## config.mk

```make
export PLATFORM = sky130hd
export DESIGN_NAME = piezo_melody_scheduler
export DESIGN_NICKNAME = d
export VERILOG_FILES = /design/src/rtl/piezo_pkg.sv /design/src/rtl/prio_encoder6.sv /design/src/rtl/piezo_melody_scheduler.sv
export SDC_FILE = /design/constraint.sdc
export NUM_CORES = 1
export LEC_CHECK = 0
export CAP_MARGIN = 20
export CORE_ASPECT_RATIO = 0.5
export CORE_UTILIZATION = 35
export CTS_CLUSTER_SIZE = 30
export DETAILED_ROUTE_END_ITERATION = 16
export GPL_ROUTABILITY_DRIVEN = 0
export GPL_TIMING_DRIVEN = 0
export RECOVER_POWER = 100
export SYNTH_ARGS = -nofsm -noshare
export SYNTH_HDL_FRONTEND = slang
export SYNTH_SLANG_ARGS = --single-unit
```

## constraint.sdc

```tcl
create_clock -name clk -period 2.13 [get_ports clk]
set_input_delay 0.426 -clock clk [delete_from_list [all_inputs] [get_ports clk]]
set_output_delay 0.426 -clock clk [all_outputs]
set_load 0.01 [all_outputs]
```

## src/rtl/piezo_pkg.sv

```systemverilog
// Shared definitions for the piezo melody scheduler: melody codes, request
// bit positions, scheduler state encoding and the note count per melody.
package piezo_pkg;

   // Melody codes driven on note_state
   localparam logic [3:0] NOTE_NONE  = 4'd0;
   localparam logic [3:0] NOTE_100W  = 4'd1;
   localparam logic [3:0] NOTE_500W  = 4'd2;
   localparam logic [3:0] NOTE_1000W = 4'd3;
   localparam logic [3:0] NOTE_PROD1 = 4'd4;
   localparam logic [3:0] NOTE_PROD2 = 4'd5;
   localparam logic [3:0] NOTE_PROD3 = 4'd6;

   // Request bit positions (higher index = higher priority)
   localparam int REQ_100W  = 0;
   localparam int REQ_500W  = 1;
   localparam int REQ_1000W = 2;
   localparam int REQ_PROD1 = 3;
   localparam int REQ_PROD2 = 4;
   localparam int REQ_PROD3 = 5;

   // Notes per melody; note_played runs 1..NOTE_COUNT
   localparam logic [2:0] NOTE_COUNT = 3'd4;

   typedef enum logic [1:0] {
      IDLE = 2'd0,
      PLAY = 2'd1,
      GAP  = 2'd2
   } sched_state_t;

   // Request bit index to melody code; the codes are laid out so that
   // bit n maps to code n+1
   function automatic logic [3:0] code_of(input logic [2:0] idx);
      return {1'b0, idx} + 4'd1;
   endfunction

endpackage

```

## src/rtl/prio_encoder6.sv

```systemverilog
// 6-bit fixed-priority encoder: bit 5 wins. Returns a valid flag and the
// index of the highest set bit (0 when nothing is set).
module prio_encoder6 (
   input  logic [5:0] req,
   output logic       valid,
   output logic [2:0] idx
);

   logic [5:0] sel;

   // A bit is selected when it is set and no higher bit is set
   for (genvar gi = 0; gi < 6; gi++) begin : g_sel
      assign sel[gi] = req[gi] & ~(|(req >> (gi + 1)));
   end

   assign valid = |req;

   // At most one sel bit is high, so OR-ing the indices is the encoding
   always_comb begin
      idx = 3'd0;
      for (int i = 0; i < 6; i++) begin
         if (sel[i]) idx = idx | 3'(i);
      end
   end

endmodule

```

## src/rtl/piezo_melody_scheduler.sv

```systemverilog
// Piezo melody scheduler: latches melody requests from the vending FSM,
// grants the highest-priority one, and steps the tone generator through
// four timed notes followed by a silent gap.
// Optional build macro PIEZO_PREEMPT_EN: a strictly higher-priority pending
// request aborts the current melody (no done pulse) and is played after GAP.
module piezo_melody_scheduler
   import piezo_pkg::*;
#(
   parameter int NOTE_TICKS = 250000,
   parameter int GAP_TICKS  = 50000,
   parameter int CNT_W      = 20
) (
   input  logic       clk,
   input  logic       rst,
   input  logic [5:0] req,
   output logic [3:0] note_state,
   output logic [2:0] note_played,
   output logic       busy,
   output logic       done,
   output logic [5:0] pending
);

   localparam logic [CNT_W-1:0] NOTE_LAST = CNT_W'(NOTE_TICKS - 1);
   localparam logic [CNT_W-1:0] GAP_LAST  = CNT_W'(GAP_TICKS - 1);

   sched_state_t     state_reg;
   logic [CNT_W-1:0] cnt_reg;
   logic [5:0]       pending_reg;
   logic [3:0]       note_state_reg;
   logic [2:0]       note_played_reg;
   logic             busy_reg;
   logic             done_reg;

   logic             grant_valid;
   logic [2:0]       grant_idx;
   logic [5:0]       grant_mask;
   logic             preempt;

   // Arbitration works only on the registered pending vector, so req never
   // reaches an output combinationally
   prio_encoder6 u_prio (
      .req   (pending_reg),
      .valid (grant_valid),
      .idx   (grant_idx)
   );

   assign grant_mask = 6'b000001 << grant_idx;

`ifdef PIEZO_PREEMPT_EN
   // Abort when a pending melody outranks the one playing
   assign preempt = grant_valid && (code_of(grant_idx) > note_state_reg);
`else
   assign preempt = 1'b0;
`endif

   // Scheduler FSM with registered outputs and request latching
   always_ff @(posedge clk) begin
      if (!rst) begin
         state_reg       <= IDLE;
         cnt_reg         <= '0;
         pending_reg     <= '0;
         note_state_reg  <= NOTE_NONE;
         note_played_reg <= 3'd0;
         busy_reg        <= 1'b0;
         done_reg        <= 1'b0;
      end else begin
         done_reg    <= 1'b0;
         pending_reg <= pending_reg | req;
         case (state_reg)
            IDLE: begin
               if (grant_valid) begin
                  // A re-pulse of the granted bit on this cycle survives
                  pending_reg     <= (pending_reg & ~grant_mask) | req;
                  note_state_reg  <= code_of(grant_idx);
                  note_played_reg <= 3'd1;
                  cnt_reg         <= '0;
                  busy_reg        <= 1'b1;
                  state_reg       <= PLAY;
               end
            end
            PLAY: begin
               if (preempt) begin
                  note_played_reg <= 3'd0;
                  note_state_reg  <= NOTE_NONE;
                  cnt_reg         <= '0;
                  state_reg       <= GAP;
               end else if (cnt_reg == NOTE_LAST) begin
                  cnt_reg <= '0;
                  if (note_played_reg < NOTE_COUNT) begin
                     note_played_reg <= note_played_reg + 3'd1;
                  end else begin
                     note_played_reg <= 3'd0;
                     note_state_reg  <= NOTE_NONE;
                     done_reg        <= 1'b1;
                     state_reg       <= GAP;
                  end
               end else begin
                  cnt_reg <= cnt_reg + 1'b1;
               end
            end
            GAP: begin
               if (cnt_reg == GAP_LAST) begin
                  cnt_reg   <= '0;
                  busy_reg  <= 1'b0;
                  state_reg <= IDLE;
               end else begin
                  cnt_reg <= cnt_reg + 1'b1;
               end
            end
            default: begin
               state_reg <= IDLE;
               busy_reg  <= 1'b0;
               cnt_reg   <= '0;
            end
         endcase
      end
   end

   assign note_state  = note_state_reg;
   assign note_played = note_played_reg;
   assign busy        = busy_reg;
   assign done        = done_reg;
   assign pending     = pending_reg;

endmodule

```

After elaboration in Yosys (flattened, before gate mapping)
Index checks and enable logic that the tools add are counted.

storage, ports and cells
  ROM bits = 0
  memories kept = 0
  input port bits = 8
  bits in registers = 37
  word-level logic and storage cells = 72
  RAM bits = 0
  output and inout port bits = 15
  latch bits = 0

cells by class
  $mul = 0
  order comparisons = 1
  bitwise logic cells = 13
  reduce and logical (&&, ||, !) cells = 11
  $add $sub $neg = 3
  eq/ne operators = 8
  div/mod/pow operators = 0
  mux-type cells = 28
  shifts and indexed selects = 1

operator list
  kind                                                                     number
  20-bit 2-to-1 mux                                                        3
  20-bit one-hot mux with 3 select lines                                   1
  20-bit by 1-bit adder with 20-bit output, second input constant          1
  20-bit by 16-bit equality test with 1-bit output, second input constant  1
  20-bit by 18-bit equality test with 1-bit output, second input constant  1
  3-bit 2-to-1 mux                                                         5
  2-bit 2-to-1 mux                                                         6
  4-bit 2-to-1 mux                                                         3
  6-bit 2-to-1 mux                                                         2
  6-bit OR                                                                 2
  3-bit AND reduction                                                      3
  2-bit != test, second input constant                                     4
  4-bit one-hot mux with 2 select lines                                    1
  4-bit AND reduction                                                      2
  6-bit AND                                                                1
  6-bit inverter                                                           1
  2-bit one-hot mux with 3 select lines                                    1
  3-bit one-hot mux with 2 select lines                                    1
  6-bit OR reduction                                                       1
  1-bit by 3-bit left shift with 6-bit output, first input constant        1
  1-bit inverter                                                           5
  3-bit by 1-bit adder with 4-bit output, second input constant            1
  1-bit AND                                                                4
  1-bit 2-to-1 mux                                                         4
  other kinds (10)                                                         10

Longest topological paths before layout
  depth in word-level cells = 14
  depth in mapped cells = 9
  gate-level depth less buffers = 9

Hierarchy
Synthesis repeated with hierarchy kept, for this count alone.

second synthesis, totals
  cell total of the unflattened synthesis = 226
  area, all modules = 1901.8 um^2

modules (own cells, without submodules)
  module                  instances  cells an instance  area an instance (um^2)  sequential area each (um^2)
  piezo_melody_scheduler  1          218                1858.0                   740.7
  prio_encoder6           1          8                  43.8                     0.0

Least setup slack after synthesis
OpenSTA, ideal clock, no wires.

  path kind = register to register
  start = register cnt_reg[0]
  end = register cnt_reg[19]
  slack = 0.338 ns
  setup time = 0.074 ns
  data arrival time = 1.718 ns
  period minus slack after synthesis = 1.792 ns
  cell stages (with the launch flop) = 8
  path buffers = 0
  data required time = 2.056 ns
  cell sequence = dfxtp_1 -> ha_1 -> and4_1 -> and3_1 -> a21bo_2 -> a21oi_2 -> o21ai_0 -> a31oi_1

between the ends
  longest elaborated chain between the ends = 3
  elaborated cells between the ends (all ways) = 6
  those cells by class = add/sub (1); eq/ne (2); mux (3)

ends and longest elaborated chain
  item                                                              line                                                         text
  start, declared                                                   piezo_melody_scheduler.sv:27                                 logic [CNT_W-1:0] cnt_reg;
  start signal, assigned                                            piezo_melody_scheduler.sv:98                                 cnt_reg <= cnt_reg + 1'b1;
  start signal, assigned                                            piezo_melody_scheduler.sv:107                                cnt_reg <= cnt_reg + 1'b1;
  20-bit by 1-bit adder with 20-bit output (tied with other cells)  piezo_melody_scheduler.sv:98, piezo_melody_scheduler.sv:107
  20-bit 2-to-1 mux (on tied branches)                              piezo_melody_scheduler.sv:102, piezo_melody_scheduler.sv:87
  20-bit one-hot mux with 3 select lines *                          piezo_melody_scheduler.sv:69                                 case (state_reg)

Mark *: on every way between the ends. The rest lies on a longest branch, timed or not.
A chain may end at the register's enable or synchronous reset.

Final worst setup path
  start = register cnt_reg[0]
  end = register cnt_reg[13]

Same word-level chain as after synthesis.

==> metrics.yaml <==
nNetsFinal: 264
cp_slowest_cell: "dfxtp_1"
grt_pass1_wl_um: 6520
drive_above_1_share_pct: 10.12
cts.sinks: 37
path_buf_inv: 1
met3RoutedLength_um: 167
rows: 18
initial_core_util_pct: 36.86
worst_setup_path_end_kind: "flip-flop"
crit_end: "cnt_reg[13]"
multiInputGateArea_um2: 1065
synth_cell_types: 43
layout_common_cells: "dfxtp_1 (37), nor2_1 (30), nand2_1 (26)"
preCtsSetupSlack_ns: 0.05852
ys_seq_area_share_pct: 40.19
timing.final.crit_share_pct: 93.68
core_um2: 5000
synthCells: 218
cp_data_arrival_time_ns: 2.21
clock_path_buffers: 2
outcome: "complete, no violations"
worst_pin_slew_ns: 0.5362
finalMaxSlewViolations: 0
p_switching_uw: 664.5
ir_drop_v: 0.0005806
power_mw: 2.096
rr_startpoint: "cnt_reg[0]"
top_layer_used: "met4"
maxCapViolations: 0
place_inst: 309
reg2reg_slack_ns: 0.13
largest_reg_flops: 20
grtUsageTotal_pct: 15.19
fin_cells: 317
critPathLaunchType: "flip-flop"
p_sw_share_pct: 31.71
r2r_end: "cnt_reg[13]"
power_density_nw_per_um2: 919.4
pin_count: 23
die-width_um: 104.6
root_buffer: "clkbuf_8"
dp_hpwl_um: 2845
vias_per_cell: 4.978
cts.htree.levels: 2
drcViolationCount: 0
finalSetupViolCount: 0
ys_seq_elements: 37
rr_worst_depth: 8
hold_viol: 0
fillers: 522
clk_latency_ns: 0.28
grt_pass1_vias: 1418
antenna_found_initial: 0
fin_skew_ns: 0.007904
post-route-util_pct: 45.60
fmaxAchievable_mhz: 501.1
ant_nets: 0
portBuffers: 21
cts_buffers: 5
die_area_um2: 5578
setup_slack_ns: 0.1345
intPower_mw: 1.431
synth_nets: 236
cp.required_ns: 2.35
routed_wl_um: 3954
max_slew_margin_pct: 64.25
netlist_area_um2: 1843
crit_family: "compound AO/OA/AOI/OAI gates"
min_period_ns: 1.995
path_depth: 8
seq_area_um2: 740.7
critPathKind: "reg2reg"
vias: 1578
hold_class: "reg2reg"
final_common_cell: "dfxtp_1"
p_leak_nw: 0.8697
power_frac_seq_pct: 39.1
synth_top_cell_by_area: "dfxtp_1"
syn2layout_area_growth_pct: 23.69
avgRoutedWirePerCell_um: 12.47
critPathMaxStageDelay_ns: 0.34
drt_iter0_markers: 38
yosysWarnings: 0
synth_ff_type: "dfxtp_1"
wl_met1_um: 1990
yosysTopAreaCellShare_pct: 40.19
n_antenna_cell: 0
die_h_um: 53.31
cts_hold_buf: 0
crit_fanout: 10
comb_power_share_pct: 31.2
avgSynthCellArea_um2: 8.454
overflow: 0
synth_edf_count: 0
cts_tree: "done"
dr_wl_met2_um: 1719
worstPathCellList: "ha_1 > and4_1 > and3_1 > a21bo_2 > a21boi_4 > o21ai_4 > buf_6 > nor2_1"
grt_max_degree: 12
synthArstFlopShare_pct: 0
p_clk_share_pct: 29.7
clkTransAtPathRegs_ns: 0.07
netlist_top_cells_area: "dfxtp_1 (40%), ha_1 (6.8%), nor2_1 (6.3%)"
finalSetupTns_ns: 0
crit_start: "cnt_reg[0]"
drt_pass1_iterations: 4
-- routing by layer --
| layer | up-vias | global-route usage, % |
|---|---|---|
| met5 | - | 0 |
| met4 | 0 | 5.634 |
| met3 | 9 | 4.433 |
| met2 | 28 | 24.94 |
| met1 | 719 | 19.19 |
| li1 | 822 | - |
-- worst min-delay path: stages, from the launching register on --
cell and delay, ns:
dfxtp_1 0.32, nand2_1 0.05, nor2_1 0.03
-- how the worst min path moves through the flow --
| stage | from | cells past startpoint | end |
|---|---|---|---|
| 2_1_floorplan | cnt_reg[19] | 1 | cnt_reg[19] |
| 3_3_place_gp | note_state[3] | 2 | note_state[3] |
| 3_5_place_dp | note_state[3] | 2 | note_state[3] |
| 4_1_cts | note_state[3] | 2 | note_state[3] |
| 5_1_grt | note_state[3] | 2 | note_state[3] |
| 6_report | note_state[3] | 2 | note_state[3] |
-- stage by stage --
stage,hold WS [ns],area [um2]
after floorplan,0.4391,1843
after global placement,0.4244,2141
after detailed placement,0.4191,2141
after CTS,0.4391,2257
after global routing,0.4509,2280
final,0.4369,2280
-- synth_stat cells, types with 2 or more instances --
| cell type | count |
|---|---|
| o22ai_1 | 3 |
| o21ai_0 | 4 |
| ha_1 | 10 |
| nor3_1 | 3 |
| nand4_1 | 9 |
| clkbuf_1 | 3 |
| and4_1 | 2 |
| xor2_1 | 9 |
| nand2b_1 | 3 |
| nand3_1 | 16 |
| nor2_1 | 31 |
| a21oi_2 | 2 |
| dfxtp_1 | 37 |
| nand2_1 | 26 |
| xnor2_1 | 5 |
| a21bo_2 | 2 |
| a31oi_1 | 3 |
| inv_1 | 6 |
| a21oi_1 | 14 |
| and3_1 | 6 |
| nor3_2 | 2 |
-- power groups by stage --
stage	Combinational [mW]	Sequential (mW)	Clock, mW
floorplan	0.412	0.851	0
global placement	0.642	0.832	0
detailed placement	0.646	0.835	0
CTS	0.652	0.821	0.638
global route	0.735	0.829	0.669
finish	0.654	0.819	0.623
-- layout make-up --
cell class | count | share of cell area, %
Tap cell | 70 | 3.842
Inverter | 7 | 1.153
Buffer | 6 | 1.482
Multi-Input combinational cell | 168 | 46.71
Clock inverter | 1 | 1.317
Timing Repair Buffer | 21 | 9.221
Sequential cell | 37 | 32.49
Clock buffer | 7 | 3.787
-- cell families (layout without fill, tap and decap cells) --
kind of cell    count (synthesis)  count (layout)  synth area share, %
compound gates                 35              35                13.10
xor+xnor                       14              14                6.653
fa+ha+maj                      10              10                6.789
buf+inv                        13              42                3.122
flops                          37              37                40.19
mux                             1               1               0.5431
simple gates                  108             108                29.60
-- repair_timing --
| action | in CTS | in global routing |
|---|---|---|
| gates resized for setup | 0 | 8 |
| endpoints found under the setup margin | 0 | 15 |
| setup buffers | 0 | 0 |
No activity file was read; power rests on OpenSTA's default activity.
==> variant, RTL diff (same flow settings) <==
Put one more register stage on the output `pending`, without a reset. The value now appears one clock later. The other outputs are not delayed to match. Comments in the files are not updated.
--- a/src/rtl/piezo_melody_scheduler.sv
+++ b/src/rtl/piezo_melody_scheduler.sv
@@ -122,3 +122,5 @@
    assign done        = done_reg;
-   assign pending     = pending_reg;
+   always_ff @(posedge clk) begin
+      pending <= pending_reg;
+   end
 
Behaviour: not the same (Yosys sat finds a counterexample within 4 cycles, from zero or initial values and one cycle with rst low).
==> variant against the unedited design <==
- utilization rose by 0.85 points
- final area rose by 13%
- critical path type unchanged
- cell count rose by 5.4%
- count of clock-buffer cells in the layout fell by 1
- clock skew fell by 0.0023 ns
- worst setup slack got worse by 0.027 ns
- sequential cell count rose by 6
- fmax fell by 1.3%
- synthesized cell count rose by 3.7%
- first-iteration DRC count rose by 71%
- highest routed layer unchanged
- routed wire length rose by 14%
- sequential share of layout area rose by 1.1 points
- power rose by 15%
- synthesized area rose by 10%
==> variant: results (changes against the unedited design) <==
status: "complete, no violations"
multi_input_area_um2: 1126  # +5.8%
clock_latency_ns: 0.28  # about the same
largest_register_ffs: 20  # unchanged
numPortBuffers: 22  # +4.8%
synth.net_count: 244  # +3.4%
wl_mm: 4.496  # +14%
wl_met3_um: 125  # -25%
grt_pass1_wl_mm: 7.748  # +19%
max-slew-margin-rel_pct: 50.45  # -14 points
track_usage_pct: 16.39  # +1.2 points
dr.max_layer_used: "met4"
viasPerCell: 5.045  # +1.3%
inverters: 14  # +7
ys_seq_area_share_pct: 42.44  # +2.3 points
antenna_found_initial: 0  # unchanged
cts-root-buf: "clkbuf_16"
buffer_area_share_pct: 11.58  # +0.87 points
arrival_ns: 2.19  # -0.02 ns
cp_slowest_cell: "or4_4"
first_global_vias: 1684  # +19%
nets: 278  # +5.3%
hpwl_mm: 3.304  # +16%
ys_top_cells_by_count: "dfxtp_1 (43), nor2_1 (26), nand2_1 (19)"
clockBufferCount: 6  # -1
cpLargestDelayFamily: "simple AND/OR/NAND/NOR gates"
ir_drop_uv: 536.8  # -7.6%
signal_buffers: 34  # +26%
cp_max_fo: 5  # -5
sh_seq_area_pct: 33.56  # +1.1 points
clkCellAreaFrac_pct: 5.496  # +0.39 points
drive_above_1_share_pct: 13.79  # +3.7 points
power.leakage_nw: 0.9733  # +12%
skew_ns: 0.005620  # -0.002283 ns
drt_first_iter_violations: 65  # +71%
clkSinkCount: 43  # +16%
dr_wl_met2_mm: 2.126  # +24%
variant: cell families after synthesis:
| logic type | Yosys count | share of synthesized area, % |
|---|---|---|
| fa+ha+maj | 10 | 6.169 |
| flops | 43 | 42.44 |
| mux | 4 | 1.974 |
| compound gates | 39 | 13.63 |
| xor+xnor | 15 | 6.478 |
| buf+inv | 21 | 4.318 |
| simple gates | 94 | 24.99 |
variant: what timing repair did:
| item | CTS | global route |
|---|---|---|
| pin swaps | 1 | 2 |
| setup endpoints to repair | 24 | 16 |
| cloned | 0 | 1 |
| setup buffers | 1 | 3 |
| resized for setup | 2 | 15 |
variant: layer usage:
layer / up-vias / GRT usage (%)
met5: - / 0
met4: 0 / 4.571
met3: 5 / 3.981
met2: 21 / 28.66
met1: 796 / 20.01
li1: 863 / -
variant: metrics by stage:
step	worst slack, ns	instance area, um^2	cells	total power, mW
finish	0.1074	2572	334	2.408
global route	0.02062	2572	334	2.553
CTS	0.001339	2500	330	2.414
detailed placement	-0.1876	2340	321	1.678
global placement	-0.1721	2340	321	1.663
floorplan	0.1767	2028	226	1.435
variant: path summary, 6_finish.rpt:
check | start | end | slack, ns | depth (start not counted)
worst min-delay path | pending_reg[4]$_SDFF_PN0_ | pending[4]$_DFF_P_ | 0.39 | 0
worst max register to register | cnt_reg[19]$_SDFFE_PN0P_ | busy$_SDFFE_PN0P_ | 0.11 | 7
worst min register to register | pending_reg[4]$_SDFF_PN0_ | pending[4]$_DFF_P_ | 0.39 | 0
worst max-delay path | cnt_reg[19]$_SDFFE_PN0P_ | busy$_SDFFE_PN0P_ | 0.11 | 7
variant: report_power, final:
part	switching (mW)	internal (mW)
registers	0.0629	0.891
clock network	0.297	0.432
logic	0.406	0.319
